--- config.mk ---
export PLATFORM = sky130hd
export DESIGN_NAME = fetch_stage_flat
export DESIGN_NICKNAME = d
export VERILOG_FILES = /design/src/rtl/fetch_stage_if.sv /design/src/rtl/fetch_stage.sv /design/src/flat_wrapper.sv
export SDC_FILE = /design/constraint.sdc
export NUM_CORES = 1
export LEC_CHECK = 0
export CORE_ASPECT_RATIO = 1.1
export CORE_MARGIN = 2
export CORE_UTILIZATION = 33
export DETAILED_ROUTE_END_ITERATION = 10
export GPL_TIMING_DRIVEN = 0
export PLACE_DENSITY = 0.61
export SYNTH_ARGS = -nofsm -noshare
export SYNTH_HDL_FRONTEND = slang
export SYNTH_SLANG_ARGS = --single-unit
--- constraint.sdc ---
create_clock -name clk -period 6.5 [get_ports clk]
set_clock_uncertainty 0.15 [all_clocks]
set_input_delay 1.3 -clock clk [delete_from_list [all_inputs] [get_ports clk]]
set_output_delay 1.3 -clock clk [all_outputs]
set_load 0.05 [all_outputs]
--- src/rtl/fetch_stage_if.sv ---
// Fetch-stage bus bundle: instruction-bus request/response plus the fetch->decode handshake.
// The master modport is the fetch stage. The slave modport is the memory/decode side.
interface fetch_stage_if;
  // Instruction bus
  logic        ireq_valid;
  logic [31:0] ireq_addr;
  logic        ireq_ready;
  logic        iresp_valid;
  logic [31:0] iresp_data;

  // Fetch -> decode
  logic        fd_valid;
  logic        fd_ready;
  logic [31:0] fd_pc;
  logic [31:0] fd_pc_plus_4;
  logic [31:0] fd_instr;
  logic [4:0]  fd_rs;
  logic [4:0]  fd_rt;

  modport master (
    output ireq_valid,
    output ireq_addr,
    input  ireq_ready,
    input  iresp_valid,
    input  iresp_data,
    output fd_valid,
    input  fd_ready,
    output fd_pc,
    output fd_pc_plus_4,
    output fd_instr,
    output fd_rs,
    output fd_rt
  );

  modport slave (
    input  ireq_valid,
    input  ireq_addr,
    output ireq_ready,
    output iresp_valid,
    output iresp_data,
    input  fd_valid,
    output fd_ready,
    input  fd_pc,
    input  fd_pc_plus_4,
    input  fd_instr,
    input  fd_rs,
    input  fd_rt
  );
endinterface

--- src/rtl/fetch_stage.sv ---
// MIPS instruction fetch stage.
// Holds the PC and issues single-word reads with at most one read outstanding. Returned words
// go into a QDEPTH-entry queue that feeds decode. Branch/jump redirects flush the queue and
// discard any wrong-path read still in flight.
// Optional build macro FETCH_STATS_EN adds saturating fetched/discarded counters.
module fetch_stage #(
  parameter logic [31:0] RESET_PC = 32'hBFC0_0000,
  parameter int unsigned QDEPTH   = 2  // power of two, >= 2
) (
  input  logic                 clk,
  input  logic                 resetn,
  fetch_stage_if.master        bus,
  input  logic                 branch_judge,
  input  logic [31:0]          branch_address,
  input  logic                 jump_judge,
  input  logic [31:0]          jump_address
`ifdef FETCH_STATS_EN
  ,
  output logic [31:0]          stat_fetched,
  output logic [31:0]          stat_discarded
`endif
);

  localparam int unsigned PtrW = $clog2(QDEPTH);
  localparam int unsigned CntW = PtrW + 1;
  localparam logic [CntW-1:0] QDepthCnt = CntW'(QDEPTH);

  typedef enum logic [1:0] {StIdle, StReq, StWait} state_e;

  state_e      state_q;
  logic [31:0] pc_q;          // address of the next request to place on the bus
  logic [31:0] req_addr_q;    // address currently presented on the bus
  logic [31:0] req_pc_q;      // address of the read in flight
  logic        ireq_valid_q;
  logic        discard_q;     // in-flight read is wrong-path
  logic        wrong_q;       // pending (not yet accepted) request is wrong-path

  logic        redir;
  logic [31:0] target;
  logic [31:0] pc_eff;

  logic [31:0]     q_pc    [QDEPTH];
  logic [31:0]     q_instr [QDEPTH];
  logic [PtrW-1:0] rd_ptr_q, wr_ptr_q;
  logic [CntW-1:0] cnt_q, cnt_d;

  logic        head_valid;
  logic        push;
  logic        pop;
  logic        go_req;
  logic        drop_resp;
  logic [31:0] head_pc;
  logic [31:0] head_instr;
  logic [31:0] fd_instr_w;

  logic        unused_tgt_lsbs;

  // Redirect decode: branch wins over jump, and targets are forced word aligned.
  assign redir           = branch_judge | jump_judge;
  assign target          = branch_judge ? {branch_address[31:2], 2'b00}
                                        : {jump_address[31:2], 2'b00};
  assign pc_eff          = redir ? target : pc_q;
  assign unused_tgt_lsbs = ^{branch_address[1:0], jump_address[1:0]};

  // A pop is ignored when the queue is flushed in the same cycle.
  assign head_valid = (cnt_q != '0);
  assign pop        = head_valid & bus.fd_ready & ~redir;
  assign push       = (state_q == StWait) & bus.iresp_valid & ~discard_q & ~redir;
  assign drop_resp  = (state_q == StWait) & bus.iresp_valid & (discard_q | redir);

  // Next queue occupancy, including this cycle's push, pop and flush.
  always_comb begin
    cnt_d = cnt_q;
    if (redir) begin
      cnt_d = '0;
    end else begin
      if (push) cnt_d = cnt_d + CntW'(1);
      if (pop)  cnt_d = cnt_d - CntW'(1);
    end
  end

  // A new request reserves a queue slot, so the queue cannot overflow.
  assign go_req = (cnt_d < QDepthCnt);

  // Fetch FSM with registered bus request.
  always_ff @(posedge clk or negedge resetn) begin
    if (!resetn) begin
      state_q      <= StIdle;
      pc_q         <= RESET_PC;
      req_addr_q   <= RESET_PC;
      req_pc_q     <= '0;
      ireq_valid_q <= 1'b0;
      discard_q    <= 1'b0;
      wrong_q      <= 1'b0;
    end else begin
      unique case (state_q)
        StIdle: begin
          pc_q <= pc_eff;
          if (go_req) begin
            state_q      <= StReq;
            ireq_valid_q <= 1'b1;
            req_addr_q   <= pc_eff;
          end
        end
        StReq: begin
          // The presented address stays put until accepted, even across a redirect.
          if (redir) pc_q <= target;
          if (bus.ireq_ready) begin
            state_q      <= StWait;
            ireq_valid_q <= 1'b0;
            req_pc_q     <= req_addr_q;
            discard_q    <= wrong_q | redir;
            wrong_q      <= 1'b0;
            if (!(wrong_q | redir)) pc_q <= req_addr_q + 32'd4;
          end else if (redir) begin
            wrong_q <= 1'b1;
          end
        end
        StWait: begin
          if (bus.iresp_valid) begin
            discard_q <= 1'b0;
            pc_q      <= pc_eff;
            if (go_req) begin
              state_q      <= StReq;
              ireq_valid_q <= 1'b1;
              req_addr_q   <= pc_eff;
            end else begin
              state_q <= StIdle;
            end
          end else if (redir) begin
            discard_q <= 1'b1;
            pc_q      <= target;
          end
        end
        default: begin
          state_q      <= StIdle;
          ireq_valid_q <= 1'b0;
        end
      endcase
    end
  end

  // Queue pointers and occupancy; a redirect empties the queue.
  always_ff @(posedge clk or negedge resetn) begin
    if (!resetn) begin
      rd_ptr_q <= '0;
      wr_ptr_q <= '0;
      cnt_q    <= '0;
    end else if (redir) begin
      rd_ptr_q <= '0;
      wr_ptr_q <= '0;
      cnt_q    <= '0;
    end else begin
      if (push) wr_ptr_q <= wr_ptr_q + PtrW'(1);
      if (pop)  rd_ptr_q <= rd_ptr_q + PtrW'(1);
      cnt_q <= cnt_d;
    end
  end

  // Queue storage; contents are only observable through the valid-gated head.
  always_ff @(posedge clk) begin
    if (push) begin
      q_pc[wr_ptr_q]    <= req_pc_q;
      q_instr[wr_ptr_q] <= bus.iresp_data;
    end
  end

  assign head_pc    = q_pc[rd_ptr_q];
  assign head_instr = q_instr[rd_ptr_q];
  assign fd_instr_w = head_valid ? head_instr : '0;

  assign bus.ireq_valid   = ireq_valid_q;
  assign bus.ireq_addr    = req_addr_q;
  assign bus.fd_valid     = head_valid;
  assign bus.fd_pc        = head_valid ? head_pc : '0;
  assign bus.fd_pc_plus_4 = head_valid ? head_pc + 32'd4 : '0;
  assign bus.fd_instr     = fd_instr_w;
  assign bus.fd_rs        = fd_instr_w[25:21];
  assign bus.fd_rt        = fd_instr_w[20:16];

`ifdef FETCH_STATS_EN
  logic [31:0] stat_fetched_q, stat_discarded_q;
  logic [32:0] fetched_sum, discarded_sum;

  assign fetched_sum   = {1'b0, stat_fetched_q} + 33'(push);
  assign discarded_sum = {1'b0, stat_discarded_q} + 33'(drop_resp)
                       + (redir ? 33'(cnt_q) : 33'd0);

  // Saturating event counters.
  always_ff @(posedge clk or negedge resetn) begin
    if (!resetn) begin
      stat_fetched_q   <= '0;
      stat_discarded_q <= '0;
    end else begin
      stat_fetched_q   <= fetched_sum[32]   ? 32'hFFFF_FFFF : fetched_sum[31:0];
      stat_discarded_q <= discarded_sum[32] ? 32'hFFFF_FFFF : discarded_sum[31:0];
    end
  end

  assign stat_fetched   = stat_fetched_q;
  assign stat_discarded = stat_discarded_q;
`else
  logic unused_drop_resp;
  assign unused_drop_resp = drop_resp;
`endif

endmodule

--- src/flat_wrapper.sv ---
// flat-port wrapper written by rule: the top's interface ports become plain ports
module fetch_stage_flat 
#(
  parameter logic [31:0] RESET_PC = 32'hBFC0_0000,
  parameter int unsigned QDEPTH   = 2                       
)
  (clk, resetn, branch_judge, branch_address, jump_judge, jump_address, bus_ireq_valid, bus_ireq_addr, bus_ireq_ready, bus_iresp_valid, bus_iresp_data, bus_fd_valid, bus_fd_ready, bus_fd_pc, bus_fd_pc_plus_4, bus_fd_instr, bus_fd_rs, bus_fd_rt);
  fetch_stage_if bus_i ();
  input  logic clk;
  input  logic resetn;
  input  logic branch_judge;
  input  logic [31:0] branch_address;
  input  logic jump_judge;
  input  logic [31:0] jump_address;
  output wire logic [$bits(bus_i.ireq_valid)-1:0] bus_ireq_valid;
  output wire logic [$bits(bus_i.ireq_addr)-1:0] bus_ireq_addr;
  input wire logic [$bits(bus_i.ireq_ready)-1:0] bus_ireq_ready;
  input wire logic [$bits(bus_i.iresp_valid)-1:0] bus_iresp_valid;
  input wire logic [$bits(bus_i.iresp_data)-1:0] bus_iresp_data;
  output wire logic [$bits(bus_i.fd_valid)-1:0] bus_fd_valid;
  input wire logic [$bits(bus_i.fd_ready)-1:0] bus_fd_ready;
  output wire logic [$bits(bus_i.fd_pc)-1:0] bus_fd_pc;
  output wire logic [$bits(bus_i.fd_pc_plus_4)-1:0] bus_fd_pc_plus_4;
  output wire logic [$bits(bus_i.fd_instr)-1:0] bus_fd_instr;
  output wire logic [$bits(bus_i.fd_rs)-1:0] bus_fd_rs;
  output wire logic [$bits(bus_i.fd_rt)-1:0] bus_fd_rt;
  assign bus_ireq_valid = bus_i.ireq_valid;
  assign bus_ireq_addr = bus_i.ireq_addr;
  assign bus_i.ireq_ready = bus_ireq_ready;
  assign bus_i.iresp_valid = bus_iresp_valid;
  assign bus_i.iresp_data = bus_iresp_data;
  assign bus_fd_valid = bus_i.fd_valid;
  assign bus_i.fd_ready = bus_fd_ready;
  assign bus_fd_pc = bus_i.fd_pc;
  assign bus_fd_pc_plus_4 = bus_i.fd_pc_plus_4;
  assign bus_fd_instr = bus_i.fd_instr;
  assign bus_fd_rs = bus_i.fd_rs;
  assign bus_fd_rt = bus_i.fd_rt;
  fetch_stage #(.RESET_PC(RESET_PC), .QDEPTH(QDEPTH)) u_core (.clk(clk), .resetn(resetn), .bus(bus_i), .branch_judge(branch_judge), .branch_address(branch_address), .jump_judge(jump_judge), .jump_address(jump_address));
endmodule
**Word-level counts from Yosys, hierarchy flattened**

Memories as Yosys holds them, arrays and structs flattened.
Cells that the tools add are included.

- Bitwise gates (word level): 9
- Order comparisons: 1
- Equality and inequality tests: 6
- Reductions and logical operators: 15
- Muxes and demuxes: 36
- $add $sub $neg: 6

Operators by type and width:

| operator | number |
|---|---|
| 32-bit two-way mux | 9 |
| 32-bit one-hot mux with 2 select lines | 2 |
| 32-bit by 3-bit adder with 32-bit output (second input constant) | 2 |
| 2-bit two-way mux | 8 |
| 1-bit two-way mux | 14 |
| 2-bit nonzero test | 7 |
| 2-bit AND reduction | 4 |
| 2-bit one-hot mux with 3 select lines | 1 |
| 3-bit AND reduction | 2 |
| 1-bit AND | 5 |
| 2-bit != test (second input constant) | 2 |
| 3-bit by 2-bit != test with 1-bit output (second input constant) | 1 |
| 1-bit one-hot mux with 3 select lines | 1 |
| 1-bit adder (second input constant) | 2 |
| 2-bit by 1-bit adder with 2-bit output (second input constant) | 1 |
| 2-bit by 1-bit equality test with 1-bit output (second input constant) | 1 |
| 2-bit equality test (second input constant) | 1 |
| 2-bit logical NOT | 1 |
| 2-bit < comparator (second input constant) | 1 |
| 2-bit by 1-bit != test with 1-bit output (second input constant) | 1 |
| 1-bit NOT | 2 |
| 1-bit OR | 2 |
| 1-bit one-hot mux with 2 select lines | 1 |
| 2-bit OR reduction | 1 |
| 2-bit by 1-bit subtractor with 2-bit output (second input constant) | 1 |

- RAM bits: 128
- Bits of input ports: 103
- Memories: 2
- Word-level logic and storage cells: 85
- Flip-flop bits (word level): 105

Memories:

| name | words | width | rd ports | clocked after memory_dff | wr ports | RTL line | RTL |
|---|---|---|---|---|---|---|---|
| u_core.q_instr | 2 | 32 | 1 | 0 | 1 | fetch_stage.sv:43 | `logic [31:0] q_instr [QDEPTH];` |
| u_core.q_pc | 2 | 32 | 1 | 0 | 1 | fetch_stage.sv:42 | `logic [31:0] q_pc [QDEPTH];` |

**Logic depth before layout (Yosys ltp)**

- Word-level depth: 13
- Mapped depth: 12
- Depth with buffers taken out: 7

**Least setup slack after synthesis**

Ideal clock, no wire load.

- Kind: input to register
- Start: input port branch_judge
- End: memory u_core.q_instr[0][0] (enable)
- Cell stages on the path: 4
- Arrival time: 6.342 ns
- Buffers on the path: 2
- Path slack: -0.557 ns
- Setup time: 0.564 ns
- Cells stage by stage: clkbuf_1 or2_2 clkbuf_1 nor3_1

- Longest elaborated chain between the ends: 5

RTL lines:

| item | RTL line | RTL |
|---|---|---|
| start, declared | flat_wrapper.sv:11 | `input logic branch_judge;` |
| 1-bit OR | fetch_stage.sv:59 | `assign redir = branch_judge \| jump_judge;` |
| 1-bit NOT | fetch_stage.sv:68 | `assign push = (state_q == StWait) & bus.iresp_valid & ~discard_q & ~redir;` |
| 1-bit AND | fetch_stage.sv:68 |  |
| 1-bit two-way mux | fetch_stage.sv:162 | `if (push) begin` |
| 1-bit two-way mux (implied by the code) | fetch_stage.sv:164 | `q_instr[wr_ptr_q] <= bus.iresp_data;` |
| end, declared | fetch_stage.sv:43 |  |

Every way passes these cells.

**Worst setup path after layout**

- Start: register u_core.rd_ptr_q
- End: output port bus_fd_pc_plus_4[18]

- Longest elaborated chain between the ends: 3

RTL lines:

| item | RTL line | RTL |
|---|---|---|
| start, declared | fetch_stage.sv:44 | `logic [PtrW-1:0] rd_ptr_q, wr_ptr_q;` |
| start signal, assigned | fetch_stage.sv:155 | `if (pop) rd_ptr_q <= rd_ptr_q + PtrW'(1);` |
| memory read 2 x 32 bit | - |  |
| 32-bit by 3-bit adder with 32-bit output | fetch_stage.sv:176 | `assign bus.fd_pc_plus_4 = head_valid ? head_pc + 32'd4 : '0;` |
| 32-bit two-way mux | fetch_stage.sv:176 |  |
| end, declared | flat_wrapper.sv:23 | `output wire logic [$bits(bus_i.fd_pc_plus_4)-1:0] bus_fd_pc_plus_4;` |

Every way passes these cells.

==> impl_results.md <==
- Post-route ant nets: 0
- Hold Buf Count CTS: 0
- Synth async-reset ratio: 45.1%
- Cts repair resizes: 0
- FILL cells: 3179
- Worst vdd ir: 0.000240 V
- Vias in the first global route: 8868
- CTS H-tree depth: 1
- Critical path data arrival time: 4.71 ns
- Post-synthesis adder-cell area fraction: 0.330%
- Inserted Clock Buffers: 27
- TritonCTS Sinks: 233
- Post-layout nets: 1363
- Drt wl/cell: 19.8 microns
- DR pass1 iterations: 5
- Pwr Total: 0.00553 W
- Die H: 199 microns
- Total setup buffers inserted after CTS: 0
- Area of the mapped netlist: 0.0114 sq mm
- Post-synthesis mux area share: 14.0%
- CTS Buffer Depth: 3
- Syn Inst Count: 987
- Netlist cell types: 61
- Routed vias/inst: 5.12
- Dominant synthesized flop cell: edfxtp_1
- Hold Crit Class: reg2reg
- Initial antenna violation count: 0
- Synth top area share: 33.8%
- Minimum clock period: 6.16 ns
- Slew Viols, Final: 0
- CTS clk-pin slew, worst paths: 0.06 ns
- Simple-gate share of the synthesized area: 13.9%
- Post-synthesis sequential area ratio: 57.1%
- Most common cell after layout, fill and taps aside: clkdlybuf4s50_1
- All-Layer GR Usage: 18.5%
- Area leader, netlist: edfxtp_1
- Outcome: finished, final reports clean
- Row Count: 71
- Share of cells above drive strength 1: 12.4%
- Number of remaining DRC errors: 0
- Clock latency on the worst-skew pair: 0.53 ns
- # diodes: 0
- Pre-CTS setup slack: 0.772 ns
- Worst Max-Slew Pin Slew: 0.776 ns
- Routed via count: 8783
- Die width: 181 microns
- Startpoint types: flop
- IO buf count: 236
- TritonCTS clock tree: built
- Largest family of logic cells by synthesized area: multiplexers
- Yosys reg bits: 233
- Final worst-path cycle share: 94.7%
- Synthesis warning total: 0
- Fin Setup TNS: 0 ns
- WP data required: 5.05 ns
- Ranking of synthesized cells by area: edfxtp_1 (34%), dfrtp_1 (19%), mux2i_1 (8.9%)
- Dpl hpwl: 25600 microns
- Final Hold Viols: 0
- Clk root buf: clkbuf_16
- First-pass GRT wire length: 52100 microns
- P&R area growth vs syn: 34.8%
- Post-Synth XOR/XNOR Area: 2.69%
- Lkg Pwr: 5.53 nW
- Worst slew margin: 46.8%
- Core area: 0.0341 sq mm
- Maxcap violations: 0
- Final Wtd Congestion: 0.896
- Worst Path Max Fanout: 10
- Setup-failing EPs final: 0
- Commonest cells after routing, fill and taps aside: clkdlybuf4s50_1 (234), edfxtp_1 (128), nor2_1 (108)
- Initial DRC count: 690
- Post-synth EDFFs: 128
- Post-Synthesis Net Count: 1093
- Largest net degree at the start of global routing: 65
- Worst Setup End Kind: output port
- RSZ-0062 raised after global routing: no
- Total Wirelength: 33900 microns
- Post-synthesis compound-gate area fraction: 8.46%
- Total grt overflow: 0
- Die area: 0.0360 sq mm
- Pwr/cell area: 361 mW/mm^2
- Critical path type: reg2out
- Initial Utilization: 33.4%
- Fmax: 0.162 GHz
- Avg Cell Area, Syn: 11.5 sq um
- R2r setup slk: 3.58 ns
- Num ports: 243
- Final Worst Setup Slack: 0.341 ns
flip-flops by register name (all words and copies together) (netlist names), 2 cells and up:
name	cells
u_core.bus.ireq_addr	32
u_core.cnt_q	2
u_core.pc_q	32
u_core.q_instr	64
u_core.q_pc	64
u_core.req_pc_q	32
u_core.state_q	2
metal layers:
| metal | GRT usage [%] | up-vias | share of wire [%] | routed length, microns |
|---|---|---|---|---|
| met5 | 0 | - | 0 | 0 |
| met4 | 4.34 | 0 | 2.0 | 662 |
| met3 | 3.79 | 52 | 7.4 | 2500 |
| met2 | 31.5 | 353 | 47 | 15800 |
| met1 | 24.4 | 4243 | 44 | 14900 |
| li1 | - | 4135 | - | - |
worst paths after layout:
path / start / end / cells past startpoint
max: u_core.rd_ptr_q$_DFFE_PN0P_ / bus_fd_pc_plus_4[18] / 13
min: u_core.req_pc_q[14]$_DFFE_PN0P_ / u_core.q_pc[1][14]$_DFFE_PP_ / 0
max reg2reg: u_core.cnt_q[0]$_DFF_PN0_ / u_core.bus.ireq_addr[21]$_DFFE_PN0P_ / 9
min reg2reg: u_core.req_pc_q[14]$_DFFE_PN0P_ / u_core.q_pc[1][14]$_DFFE_PP_ / 0
max in group asynchronous: resetn / u_core.pc_q[22]$_DFFE_PN1P_ / 2
min in group asynchronous: resetn / u_core.bus.ireq_addr[6]$_DFFE_PN0P_ / 1
layout make-up:
cell class / instances / area (sq um) / area share, %
Buffer: 69 / 345 / 2.25
Clock buffer: 31 / 691 / 4.50
Clock inverter: 19 / 206 / 1.35
Inverter: 16 / 60.1 / 0.392
Multi-Input combinational cell: 669 / 4500 / 29.3
Sequential cell: 233 / 6490 / 42.3
Tap cell: 438 / 548 / 3.57
Timing Repair Buffer: 241 / 2500 / 16.3
cells in the mapped netlist, types with 2 or more instances:
cell	number
o21ai_0	69
nor3_1	14
a221oi_1	2
mux2i_1	101
nand3b_1	11
a31oi_1	4
buf_4	16
nand4b_1	4
ha_1	3
nor4_1	7
or3_1	3
dfrtp_1	87
a21o_1	5
xnor2_1	25
and2_1	10
o221ai_1	8
edfxtp_1	128
buf_1	6
nand3_1	21
o31a_1	5
a211oi_1	2
a22oi_2	2
clkbuf_1	31
nor2b_1	4
mux2_1	4
nand2_1	95
mux2_2	48
inv_1	16
xor2_1	10
o31ai_1	6
a21oi_1	27
o22ai_1	3
nand2b_1	3
dfstp_2	18
nand4_1	25
a22oi_1	7
buf_2	15
nor2_1	108
and4_1	4
or4_1	3
a32o_1	2
and3_1	6
cell families (layout without fill, tap and decap cells):
logic type                 count (synthesis)  count (layout)
AOI/OAI and AO/OA                        152             152
xor gates and xnor gates                  35              35
adders and majority gates                  3               3
buffers and inverters                     85             376
DFF                                      233             233
muxes                                    153             153
and+or+nand+nor                          326             326
through the flow:
stage                     cells  area [sq um]  utilization, %  hold WS, ns
after detailed placement   1666         14400            42.3        0.304
after global placement     1661         14300            41.9        0.297
after CTS                  1716         15300            45.0        0.305
after global routing       1716         15300            45.0        0.337
final                      1716         15300            45.0        0.306
after floorplan             987         11400               -        0.287
worst max-delay path: stages (launching register included):
cell             delay, ns
dfrtp_1               0.36
buf_2                 0.23
buf_4                 0.23
buf_2                 0.30
buf_2                 0.37
mux2_2                0.39
ha_1                  0.24
inv_1                 0.13
a211oi_4              0.08
nand2_1               0.12
clkbuf_1              0.39
a21oi_1               0.14
a221oi_1              0.31
clkdlybuf4s50_1       0.89
where the power goes:
| part | leakage, nW | internal [W] | switching, W |
|---|---|---|---|
| sequential | 2.41 | 0.00196 | 0.000336 |
| clock | 0.427 | 0.000921 | 0.000601 |
| combinational | 2.69 | 0.000676 | 0.00104 |
| total | 5.53 | 0.00355 | 0.00198 |
Note: power is estimated with default switching activity, not from simulation.
==> edit (same flow settings) <==
Encoding of `state_e`: now one-hot (3 bits for 3 states).
--- a/src/rtl/fetch_stage.sv
+++ b/src/rtl/fetch_stage.sv
@@ -27,3 +27,3 @@
 
-  typedef enum logic [1:0] {StIdle, StReq, StWait} state_e;
+  typedef enum logic [2:0] {StIdle = 3'b001, StReq = 3'b010, StWait = 3'b100} state_e;
 
Function: same outputs for any inputs over 4 cycles, from zero or initial values and one cycle with resetn low; so few cycles prove little.
==> edit against the original RTL <==
Wire length shrank 6.0%. Global-route usage shrank 0.94 points. Synthesized cell count shrank 1.2%. Cell area grew 0.15%. Total power shrank 2.3%. First-iteration DRC count shrank 33%. Sequential cell count grew 1. Critical path type unchanged. Synthesized area grew 0.48%. Clock power shrank 6%. Combinational power shrank 4%. Register-to-register slack lost 130 ps. Setup slack lost 29 ps.
==> edit: results (changes against the original RTL) <==
outcome: "complete, no violations"  # unchanged
fin_nets: 1357  # was 1363
drtIter0Drc: 465  # was 690
port_buffers: 236  # unchanged
place_hpwl_um: 24400  # was 25600 um
dp_slack_ps: 186  # was 772 ps
yosys-top-cells-area: "edfxtp_1 (34%), dfrtp_1 (19%), mux2i_1 (8.8%)"  # was edfxtp_1 (34%), dfrtp_1 (19%), mux2i_1 (8.9%)
grt_util_all_layers_pct: 17.6  # was 18.5%
ff2ff_setup_slack_ps: 3450  # was 3580 ps
p_leak_nw: 5.61  # was 5.53 nW
finish.utilization_pct: 44.9  # was 45.0%
globalplace.congestion: 0.844  # was 0.896
drive_above_1_share_pct: 13.6  # was 12.4%
cp.arrival_ps: 4740  # was 4710 ps
holdPathEnd: "u_core.q_pc[0][24]$_DFFE_PP_"  # was u_core.q_pc[1][14]$_DFFE_PP_
final_cells: 1708  # was 1716
r2r_cells: 7  # was 9
async_flop_share_pct: 45.3  # was 45.1%
irDropWorstVdd_mv: 0.195  # was 0.240 mV
timing.rr.start: "u_core.state_q[0]$_DFFE_PN1P_"  # was u_core.cnt_q[0]$_DFF_PN0_
fillers: 3177  # was 3179
synth.avg_cell_area_um2: 11.7  # was 11.5 um^2
period_share_pct: 95.2  # was 94.7%
routed_wl_um: 31900  # was 33900 um
hold_slack_ps: 317  # was 306 ps
slew_headroom_pct: 41.1  # was 46.8%
crit_slowest_cell: "dlygate4sd2_1"  # was clkdlybuf4s50_1
regToRegEndpoint: "u_core.bus.ireq_addr[30]$_DFFE_PN0P_"  # was u_core.bus.ireq_addr[21]$_DFFE_PN0P_
grt_pass1_vias: 8750  # was 8868
min_from: "u_core.req_pc_q[24]$_DFFE_PN0P_"  # was u_core.req_pc_q[14]$_DFFE_PN0P_
startpoint: "u_core.rd_ptr_q$_DFFE_PN0P_"  # unchanged
switchingPower_mw: 1.89  # was 1.98 mW
crit_path_end: "bus_fd_pc_plus_4[26]"  # was bus_fd_pc_plus_4[18]
grt_max_degree: 66  # was 65
insertion_delay_ps: 520
synth.distinct_cells: 59  # was 61
viasPerCell: 5.00  # was 5.12
antenna_found_initial: 0  # unchanged
cp_slowest_stage_delay_ps: 570  # was 890 ps
synth_nets: 1081  # was 1093
grt_pass1_wl_um: 49900  # was 52100 um
synth_flop_cell: "edfxtp_1"  # unchanged
netlist_top_cells_count: "edfxtp_1 (128), mux2i_1 (101), nor2_1 (98), dfrtp_1 (87), nand2_1 (78)"  # was edfxtp_1 (128), nor2_1 (108), mux2i_1 (101), nand2_1 (95), dfrtp_1 (87)
numCtsBuffers: 25  # was 27
path_max_fanout: 10  # unchanged
dr.pass1.iters: 4  # was 5
seq_area_frac_synth_pct: 57.0  # was 57.1%
-- edit: changes by cell type after synthesis, moves of 5 or more --
cell      before  now
mux2_2        48   61
nor2_1       108   98
nand4_1       25   16
nand2_1       95   78
nor3_1        14   21
a21oi_1       27   21
o221ai_1       8    0
nor3b_1        1    6
nand3_1       21   26
-- edit: logic make-up (layout without fill, tap and decap cells) --
group	after synthesis	count (layout)	share of synthesized area (%)
adder cells (fa/ha/maj)	3	3	0.328
flip-flops	234	234	57.0
AO/OA/AOI/OAI	152	152	8.62
AND/OR/NAND/NOR	305	305	12.7
buffers and inverters	79	374	3.32
multiplexers	165	165	15.1
XOR/XNOR	37	37	2.83
-- edit: area by class of cell --
class | count | area share, %
Buffer | 65 | 2.13
Clock buffer | 39 | 4.86
Clock inverter | 7 | 0.586
Inverter | 14 | 0.342
Multi-Input combinational cell | 662 | 29.6
Sequential cell | 234 | 42.4
Tap cell | 438 | 3.57
Timing Repair Buffer | 249 | 16.5
-- edit: metal layers --
metal / track usage [%] / part of all wire, % / routed length (um) / up-vias
li1: - / - / - / 4124
met1: 23.6 / 45 / 14400 / 4101
met2: 29.4 / 47 / 14900 / 266
met3: 3.01 / 5.6 / 1790 / 49
met4: 5.03 / 2.5 / 784 / 0
met5: 0 / 0 / 0 / -
-- edit: what timing repair did --
item	in CTS	in global routing
setup endpoints to repair	8	7
hold buffers	0	0
setup buffers	0	0
resized for setup	2	7
-- edit: power groups by stage --
stage / Combinational (mW) / Clock (mW) / Sequential (mW)
floorplan: 0.810 / 0 / 2.53
global placement: 1.63 / 0 / 2.34
detailed placement: 1.66 / 0 / 2.34
CTS: 1.67 / 1.47 / 2.32
global route: 1.78 / 1.53 / 2.38
finish: 1.65 / 1.43 / 2.32
